$ cat src/rtl/seg_scan_ctrl.sv
// ---------------------------------------------------------------------------
// seg_scan_ctrl
//   Four-digit seven-segment display controller. A captured binary value is
//   saturated to 9999, converted to BCD by a sequential double-dabble engine
//   (14 shifts), and the resulting digits are time-multiplexed onto shared,
//   active-low segment lines. Leading zeros are blanked through the anode
//   enables; the decimal point on the units digit flags an overflow.
//
// Parameters
//   SCAN_DIV  clock cycles each digit is held before the scan advances (>=2)
//
// Ports
//   clk   in   system clock
//   rst   in   asynchronous, active-high reset
//   num   in   [31:0] unsigned value to display
//   load  in   single-cycle capture request, honoured only while idle
//   busy  out  high while a conversion is in progress
//   an    out  [3:0] digit anodes, active-low, bit0 = units digit
//   seg   out  [7:0] segments, active-low, {dp,g,f,e,d,c,b,a}
// ---------------------------------------------------------------------------
module seg_scan_ctrl #(
    parameter int SCAN_DIV = 50000
) (
    input  logic        clk,
    input  logic        rst,
    input  logic [31:0] num,
    input  logic        load,
    output logic        busy,
    output logic [3:0]  an,
    output logic [7:0]  seg
);

    localparam int              DIV_W    = (SCAN_DIV > 1) ? $clog2(SCAN_DIV) : 1;
    localparam logic [DIV_W-1:0] DIV_LAST = DIV_W'(SCAN_DIV - 1);
    localparam logic [31:0]     MAX_SHOW = 32'd9999;

    typedef enum logic {
        IDLE,
        SHIFT
    } state_t;

    state_t            state_q, state_d;
    logic [13:0]       sat_q, sat_d;      // saturated binary being shifted out
    logic [15:0]       scr_q, scr_d;      // BCD scratch
    logic [3:0]        cnt_q, cnt_d;      // shifts remaining
    logic              ovf_n_q, ovf_n_d;  // overflow flag of the pending value
    logic [15:0]       disp_q, disp_d;    // displayed digits {d3,d2,d1,d0}
    logic              ovf_q, ovf_d;      // overflow flag of the displayed value
    logic [DIV_W-1:0]  div_q, div_d;
    logic [1:0]        idx_q, idx_d;

    logic [15:0]       adj;
    logic [3:0]        mask;
    logic [3:0]        digit;
    logic [6:0]        seg_lo;

    // -----------------------------------------------------------------------
    // Conversion FSM
    // -----------------------------------------------------------------------
    always_comb begin
        // NOTE: every signal gets a default first so no path leaves it
        // unassigned; otherwise synthesis infers a latch to hold it.
        state_d = state_q;
        sat_d   = sat_q;
        scr_d   = scr_q;
        cnt_d   = cnt_q;
        ovf_n_d = ovf_n_q;
        disp_d  = disp_q;
        ovf_d   = ovf_q;
        adj     = scr_q;

        case (state_q)
            IDLE: begin
                if (load) begin
                    sat_d   = (num > MAX_SHOW) ? 14'd9999 : num[13:0];
                    ovf_n_d = (num > MAX_SHOW);
                    scr_d   = '0;
                    cnt_d   = 4'd14;
                    state_d = SHIFT;
                end
            end
            SHIFT: begin
                for (int i = 0; i < 4; i++) begin
                    if (scr_q[4*i +: 4] >= 4'd5) begin
                        adj[4*i +: 4] = scr_q[4*i +: 4] + 4'd3;
                    end
                end
                // The top scratch bit falls off; the value never exceeds 9999.
                {scr_d, sat_d} = {adj, sat_q} << 1;
                cnt_d = cnt_q - 4'd1;
                // Last shift: publish all four digits in one step so the scan
                // never shows a mix of old and new digits.
                if (cnt_q == 4'd1) begin
                    disp_d  = scr_d;
                    ovf_d   = ovf_n_q;
                    state_d = IDLE;
                end
            end
            default: state_d = IDLE;
        endcase
    end

    // -----------------------------------------------------------------------
    // Scan divider and digit index
    // -----------------------------------------------------------------------
    always_comb begin
        div_d = div_q + DIV_W'(1);
        idx_d = idx_q;
        if (div_q == DIV_LAST) begin
            div_d = '0;
            idx_d = idx_q + 2'd1;
        end
    end

    always_ff @(posedge clk or posedge rst) begin
        if (rst) begin
            state_q <= IDLE;
            sat_q   <= '0;
            scr_q   <= '0;
            cnt_q   <= '0;
            ovf_n_q <= 1'b0;
            disp_q  <= '0;
            ovf_q   <= 1'b0;
            div_q   <= '0;
            idx_q   <= '0;
        end else begin
            // NOTE: non-blocking assignments so every register samples the
            // pre-edge values, independent of statement order.
            state_q <= state_d;
            sat_q   <= sat_d;
            scr_q   <= scr_d;
            cnt_q   <= cnt_d;
            ovf_n_q <= ovf_n_d;
            disp_q  <= disp_d;
            ovf_q   <= ovf_d;
            div_q   <= div_d;
            idx_q   <= idx_d;
        end
    end

    // -----------------------------------------------------------------------
    // Display outputs (combinational from idx, digits and overflow)
    // -----------------------------------------------------------------------
    assign busy = (state_q == SHIFT);

    // Leading-zero blanking: a digit lights if it or any higher digit is
    // non-zero; the units digit always lights.
    assign mask[0] = 1'b1;
    assign mask[1] = (disp_q[15:4]  != '0);
    assign mask[2] = (disp_q[15:8]  != '0);
    assign mask[3] = (disp_q[15:12] != '0);

    assign digit = disp_q[4*idx_q +: 4];

    always_comb begin
        case (digit)
            4'd0:    seg_lo = 7'h40;
            4'd1:    seg_lo = 7'h79;
            4'd2:    seg_lo = 7'h24;
            4'd3:    seg_lo = 7'h30;
            4'd4:    seg_lo = 7'h19;
            4'd5:    seg_lo = 7'h12;
            4'd6:    seg_lo = 7'h02;
            4'd7:    seg_lo = 7'h78;
            4'd8:    seg_lo = 7'h00;
            4'd9:    seg_lo = 7'h10;
            default: seg_lo = 7'h7F;
        endcase
    end

    assign an  = ~((4'b0001 << idx_q) & mask);
    assign seg = {~(ovf_q && (idx_q == 2'd0)), seg_lo};

endmodule

$ cat config.mk
export PLATFORM = sky130hd
export DESIGN_NAME = seg_scan_ctrl
export DESIGN_NICKNAME = d
export VERILOG_FILES = /design/src/rtl/seg_scan_ctrl.sv
export SDC_FILE = /design/constraint.sdc
export NUM_CORES = 1
export LEC_CHECK = 0
export CORE_MARGIN = 2
export CORE_UTILIZATION = 48
export CTS_CLUSTER_SIZE = 40
export DETAILED_ROUTE_END_ITERATION = 7
export PLACE_DENSITY = 0.7
export RECOVER_POWER = 25
export SYNTH_ARGS = -nofsm -noshare
export SYNTH_HDL_FRONTEND = slang
export SYNTH_SLANG_ARGS = --single-unit
$ cat constraint.sdc
create_clock -name clk -period 2.7 [get_ports clk]
set_clock_uncertainty 0.05 [all_clocks]
set_input_delay 0.54 -clock clk [delete_from_list [all_inputs] [get_ports clk]]
set_output_delay 0.54 -clock clk [all_outputs]
set_load 0.02 [all_outputs]
==> qor.yml, run 1 <==
run_status:
  run_status: "finished, violations left"
  violations: "max-capacitance violations, max-slew violations, negative setup slack"
layout:
  final_cell_mix: "dfrtp_1 (70), nand2_1 (48), clkdlybuf4s50_1 (35)"
  mostFrequentLayoutCell: "dfrtp_1"
  fin_area_um2: 4897
  layout.nets: 530
  n_antenna_cell: 0
  drive_gt1_frac: 0.1667
  syn_to_final_growth_pct: 24.29
clock_network:
  clkTransAtPathRegs_ns: 0.07
  cts_root_buf: "clkbuf_8"
  cts_sinks: 71
  h-tree-depth: 3
  cts_inserted_buffers: 9
  cts.path.max_buffers: 2
  insertion_delay_ns: 0.34
  cts_tree: "yes"
floorplanning:
  fp.dieW_um: 94.60
  core_um2: 8093
  start_util: 0.4869
  die_y_um: 94.60
  io_pins: 48
  die_area_um2: 8949
  rows: 33
power:
  ir_drop_mv: 0.3922
  p_leak_nw: 2.249
  power.density_nw_per_um2: 971.3
synth:
  synth_seq_cells: 71
  yosysSeqAreaShare: 0.4509
  synth_edf_count: 0
  ys_warn_count: 0
  syn_avg_cell_area_um2: 9.657
  synthArstFlopShare: 1.000
  syn-cell-area_um2: 3940
  synthCells: 408
  yosysUniqueCellTypes: 55
  syn-num-nets: 463
  synthFlopType: "dfrtp_1"
sta:
  final.period_utilization: 1.007
  slew_violations: 72
  fin_crit_ns: 2.719
  clock.fmax_mhz: 367.7
  rsz0062_at_grt: "true"
  slew_headroom: -0.1200
  fin_ws_ns: -0.01941
  finalSetupTns_ns: -0.02634
  worstMarginPinSlew_ns: 1.680
  hold_slack_ns: 0.4338
  final_hold_viol_count: 0
  finalSetupViolCount: 2
worst_setup_path:
  crit_start: "idx_q[0]$_DFFE_PP0N_"
  timing.rr.start: "div_q[12]$_DFF_PP0_"
  required_ns: 2.11
  cp_max_fo: 3
  arrival_ns: 2.13
  end_kind: "primary output"
  worstSetupEndpoint: "seg[0]"
  r2r_slack_ns: 0.54
  r2r-end: "idx_q[0]$_DFFE_PP0N_"
  critPathLaunchType: "flip-flop"
  crit_type: "flip-flop to primary output"
  reg2reg_depth: 4
detailed_routing:
  drtIter0Drc: 118
  ant_nets: 0
  via_per_inst: 5.238
  dr.pass1.iters: 4
  avgRoutedWirePerCell_um: 13.33
  drc: 0
  num_vias: 3064
  wl_mm: 7.799
grt:
  met3_usage: 0.03591
  use_met2: 0.3156
  grt_use_total: 0.1879
  use_met1: 0.2468
  antenna_found_initial: 0
  grt_pass1_wl_mm: 13.39
  top_usage_layer: "met2"
  overflow: 0
  grt_max_degree: 72
  grt_pass1_vias: 3002
placement:
  dp_hpwl_mm: 5.598
  post_dp_cell_area_um2: 4629
  io_buffers: 47
  gp_congestion: 0.8284
  dp_slack_ns: -0.1348
job:
  drv_cap: 1
hold_path:
  holdCritStartpoint: "ovf_q$_DFFE_PP0P_"
  hp-class: "flip-flop to flip-flop"
## synthesized netlist by cell type (11+ instances only)
library cell	instances	area (um^2)
ha_1	20	250.2
o21ai_0	26	130.1
mux2i_1	14	140.1
xnor2_1	11	96.34
inv_1	29	108.9
nor2_1	35	131.4
dfrtp_1	71	1777
nor3b_1	15	112.6
a21oi_1	30	150.1
clkbuf_1	12	45.04
nand2_1	48	180.2
## timing repair
item | CTS | global route
pin swaps | 1 | 4
setup endpoints to repair | 8 | 7
setup buffers | 3 | 2
gates cloned | 0 | 0
resized for setup | 40 | 17
endpoints found under the hold margin | 0 | 0
hold buffers | 0 | 0
## cells by family (layout without fill, tap and decap cells)
family | Yosys count | after routing | synth area share
muxes | 22 | 22 | 0.07177
buffers and inverters | 46 | 118 | 0.04890
xor gates and xnor gates | 19 | 19 | 0.04224
DFF | 71 | 71 | 0.4509
AOI/OAI and AO/OA | 79 | 79 | 0.1191
adders and majority gates | 20 | 20 | 0.06351
and+or+nand+nor | 151 | 151 | 0.2036
## metrics by stage
stage,cells,power (mW),utilization
finish,585,4.757,0.6051
global route,585,5.130,0.6051
CTS,583,4.678,0.5971
detailed placement,564,3.842,0.5720
global placement,564,3.733,0.5720
floorplan,408,3.133,-
## registers in the layout, summed over array words and instances, names as in the netlist
register  count
sat_q        14
cnt_q         4
disp_q       16
busy          1
ovf_q         1
div_q        16
idx_q         2
ovf_n_q       1
scr_q        16
## power by group
part	total, mW	internal (mW)	switching, mW	leakage (nW)
clock	0.871	0.476	0.396	0.105
sequential	1.71	1.42	0.291	0.907
combinational	2.18	1.07	1.11	1.24
## worst min-delay path by stage
stage	end	slack, ns	depth (start not counted)
6_report	ovf_q$_DFFE_PP0P_	0.43	2
5_1_grt	ovf_n_q$_DFFE_PP0P_	0.48	2
4_1_cts	ovf_q$_DFFE_PP0P_	0.44	2
3_5_place_dp	sat_q[13]$_DFFE_PP0P_	0.42	2
3_3_place_gp	sat_q[13]$_DFFE_PP0P_	0.40	2
2_1_floorplan	disp_q[0]$_DFFE_PP0P_	0.39	2
## critical path, stage by stage, from the launching register on
cell	delay, ns
dfrtp_1	0.42
mux4_2	0.57
ha_2	0.19
or2_0	0.23
a21oi_2	0.16
nor2_1	0.07
buf_4	0.15
## layer usage
| layer | vias to the layer above | share of wire |
|---|---|---|
| met1 | 1455 | 0.46 |
| met3 | 9 | 0.033 |
| li1 | 1537 | - |
| met4 | 0 | 0.013 |
| met5 | - | 0 |
| met2 | 63 | 0.49 |
## layout make-up
type / instances / area [um^2]
Clock buffer: 11 / 151.4
Clock inverter: 5 / 56.30
Fill cell: 693 / 3196
Inverter: 29 / 108.9
Multi-Input combinational cell: 291 / 2002
Sequential cell: 71 / 1778
Tap cell: 105 / 131.4
Timing Repair Buffer: 73 / 669.4
(Power assumes the default switching activity.)
==> run 2: changes to the inputs <==
Settings changed: CORE_UTILIZATION 48 to 39, PLACE_DENSITY 0.7 to not set.
==> run 2 against run 1 <==
Net effect: setup slack better by 0.040 ns; critical endpoint unchanged; wire length is 3.3% higher; the run ends with max-capacitance violations, max-slew violations left; critical path type unchanged; hold slack worse by 0.013 ns; clock power is 10% lower.
==> qor.yml, run 2 (synthesized netlist as in run 1, its figures left out) <==
sta:
  rsz0062_at_grt: "true"
  final.period_utilization: 0.9925
  fin_crit_ns: 2.680
  clock.fmax_mhz: 373.2
  finalSetupTns_ns: 0
  slew_headroom: -0.1564
  final_hold_viol_count: 0
  finalSetupViolCount: 0
  worstMarginPinSlew_ns: 1.735
  slew_violations: 72
  hold_slack_ns: 0.4212
detailed_routing:
  num_vias: 3047
  wl_mm: 8.054
  avgRoutedWirePerCell_um: 13.18
  drtIter0Drc: 71
  via_per_inst: 4.987
  ant_nets: 0
  drc: 0
  dr.pass1.iters: 4
hold_path:
  hp-class: "flip-flop to flip-flop"
grt:
  grt_pass1_wl_mm: 13.68
  grt_pass1_vias: 2986
  grt_use_total: 0.1535
  antenna_found_initial: 0
  grt_max_degree: 72
  overflow: 0
layout:
  mostFrequentLayoutCell: "dfrtp_1"
  n_antenna_cell: 0
  fin_util: 0.4958
  layout.nets: 528
  final_cell_mix: "dfrtp_1 (69), nand2_1 (48), clkdlybuf4s50_1 (39)"
  drive_gt1_frac: 0.1548
  syn_to_final_growth_pct: 22.99
  reg_top3: "disp_q (16), div_q (16), scr_q (16)"
  n_fill_cell: 930
run_status:
  violations: "max-capacitance violations, max-slew violations"
  run_status: "finished, violations left"
worst_setup_path:
  arrival_ns: 2.09
  slowest_stage: "mux4_2"
  cp_max_fo: 3
  required_ns: 2.11
  path_cells: "mux4_2 > ha_2 > or2_1 > a21oi_2 > nor2_1 > buf_4"
  crit_type: "flip-flop to primary output"
  critPathLaunchType: "flip-flop"
  end_kind: "primary output"
  slowest_delay_ns: 0.56
placement:
  gp_congestion: 0.7733
  dp_hpwl_mm: 5.679
  io_buffers: 47
power:
  power_mw: 4.574
  power.density_nw_per_um2: 943.8
  ir_drop_mv: 0.4474
  p_leak_nw: 2.190
floorplanning:
  fp.dieW_um: 104.5
  core_um2: 9774
  die_area_um2: 10920
  start_util: 0.4031
  rows: 36
  die_y_um: 104.5
  io_pins: 48
clock_network:
  cts.path.max_buffers: 2
  clkTransAtPathRegs_ns: 0.07
  cts_sinks: 71
  h-tree-depth: 3
  cts_inserted_buffers: 9
  cts_hold_buf: 0
  insertion_delay_ns: 0.35
  cts_tree: "yes"
  cts_root_buf: "clkbuf_8"
job:
  drv_cap: 1
run 2: final timing paths:
kind	cells after the start	startpoint	slack [ns]	end
worst min-delay path	2	sat_q[12]$_DFFE_PP0P_	0.42	sat_q[13]$_DFFE_PP0P_
worst max register to register	4	div_q[4]$_DFF_PP0_	0.81	idx_q[0]$_DFFE_PP0N_
min in group asynchronous	3	rst	1.05	div_q[14]$_DFF_PP0_
max in group asynchronous	3	rst	0.40	idx_q[0]$_DFFE_PP0N_
worst min register to register	2	sat_q[12]$_DFFE_PP0P_	0.42	sat_q[13]$_DFFE_PP0P_
worst max-delay path	6	idx_q[0]$_DFFE_PP0N_	0.02	seg[0]
run 2: power by group:
group | switching [mW] | internal [mW]
logic | 1.06 | 1.00
registers | 0.313 | 1.42
clock network | 0.421 | 0.363
run 2: routing by layer:
metal | GRT usage | vias up | wire length, um
met4 | 0.05212 | 0 | 123
met2 | 0.2479 | 60 | 3684
li1 | - | 1542 | -
met3 | 0.03070 | 12 | 287
met1 | 0.2060 | 1433 | 3959
met5 | 0 | - | 0
run 2: metrics by stage:
stage	std cells	area, um^2	setup WS [ns]
finish	611	4846	0.02026
global route	611	4846	-0.05564
CTS	611	4851	-0.02629
detailed placement	590	4649	-0.1432
global placement	590	4649	-0.06731
floorplan	408	3940	0.1684
run 2: final cells by class:
type	instances	area, um^2	share of cell area
Inverter	29	108.9	0.02246
Multi-Input combinational cell	292	1997	0.4121
Sequential cell	71	1779	0.3672
Tap cell	133	166.4	0.03434
Timing Repair Buffer	70	613.1	0.1265
Clock buffer	10	137.6	0.02840
Clock inverter	6	43.79	0.009037
run 2: critical path, delay by kind of cell, from the launching register on:
kind / cells / cell delay, ns
mux: 1 / 0.56
flops: 1 / 0.41
simple gates: 2 / 0.29
fa+ha+maj: 1 / 0.19
buf+inv: 1 / 0.15
compound gates: 1 / 0.14
run 2: what timing repair did:
item / 4_1_cts / 5_1_grt
setup buffers: 4 / 0
cloned: 1 / 0
endpoints found under the setup margin: 8 / 10
resized for setup: 40 / 3
pin swaps: 2 / 0
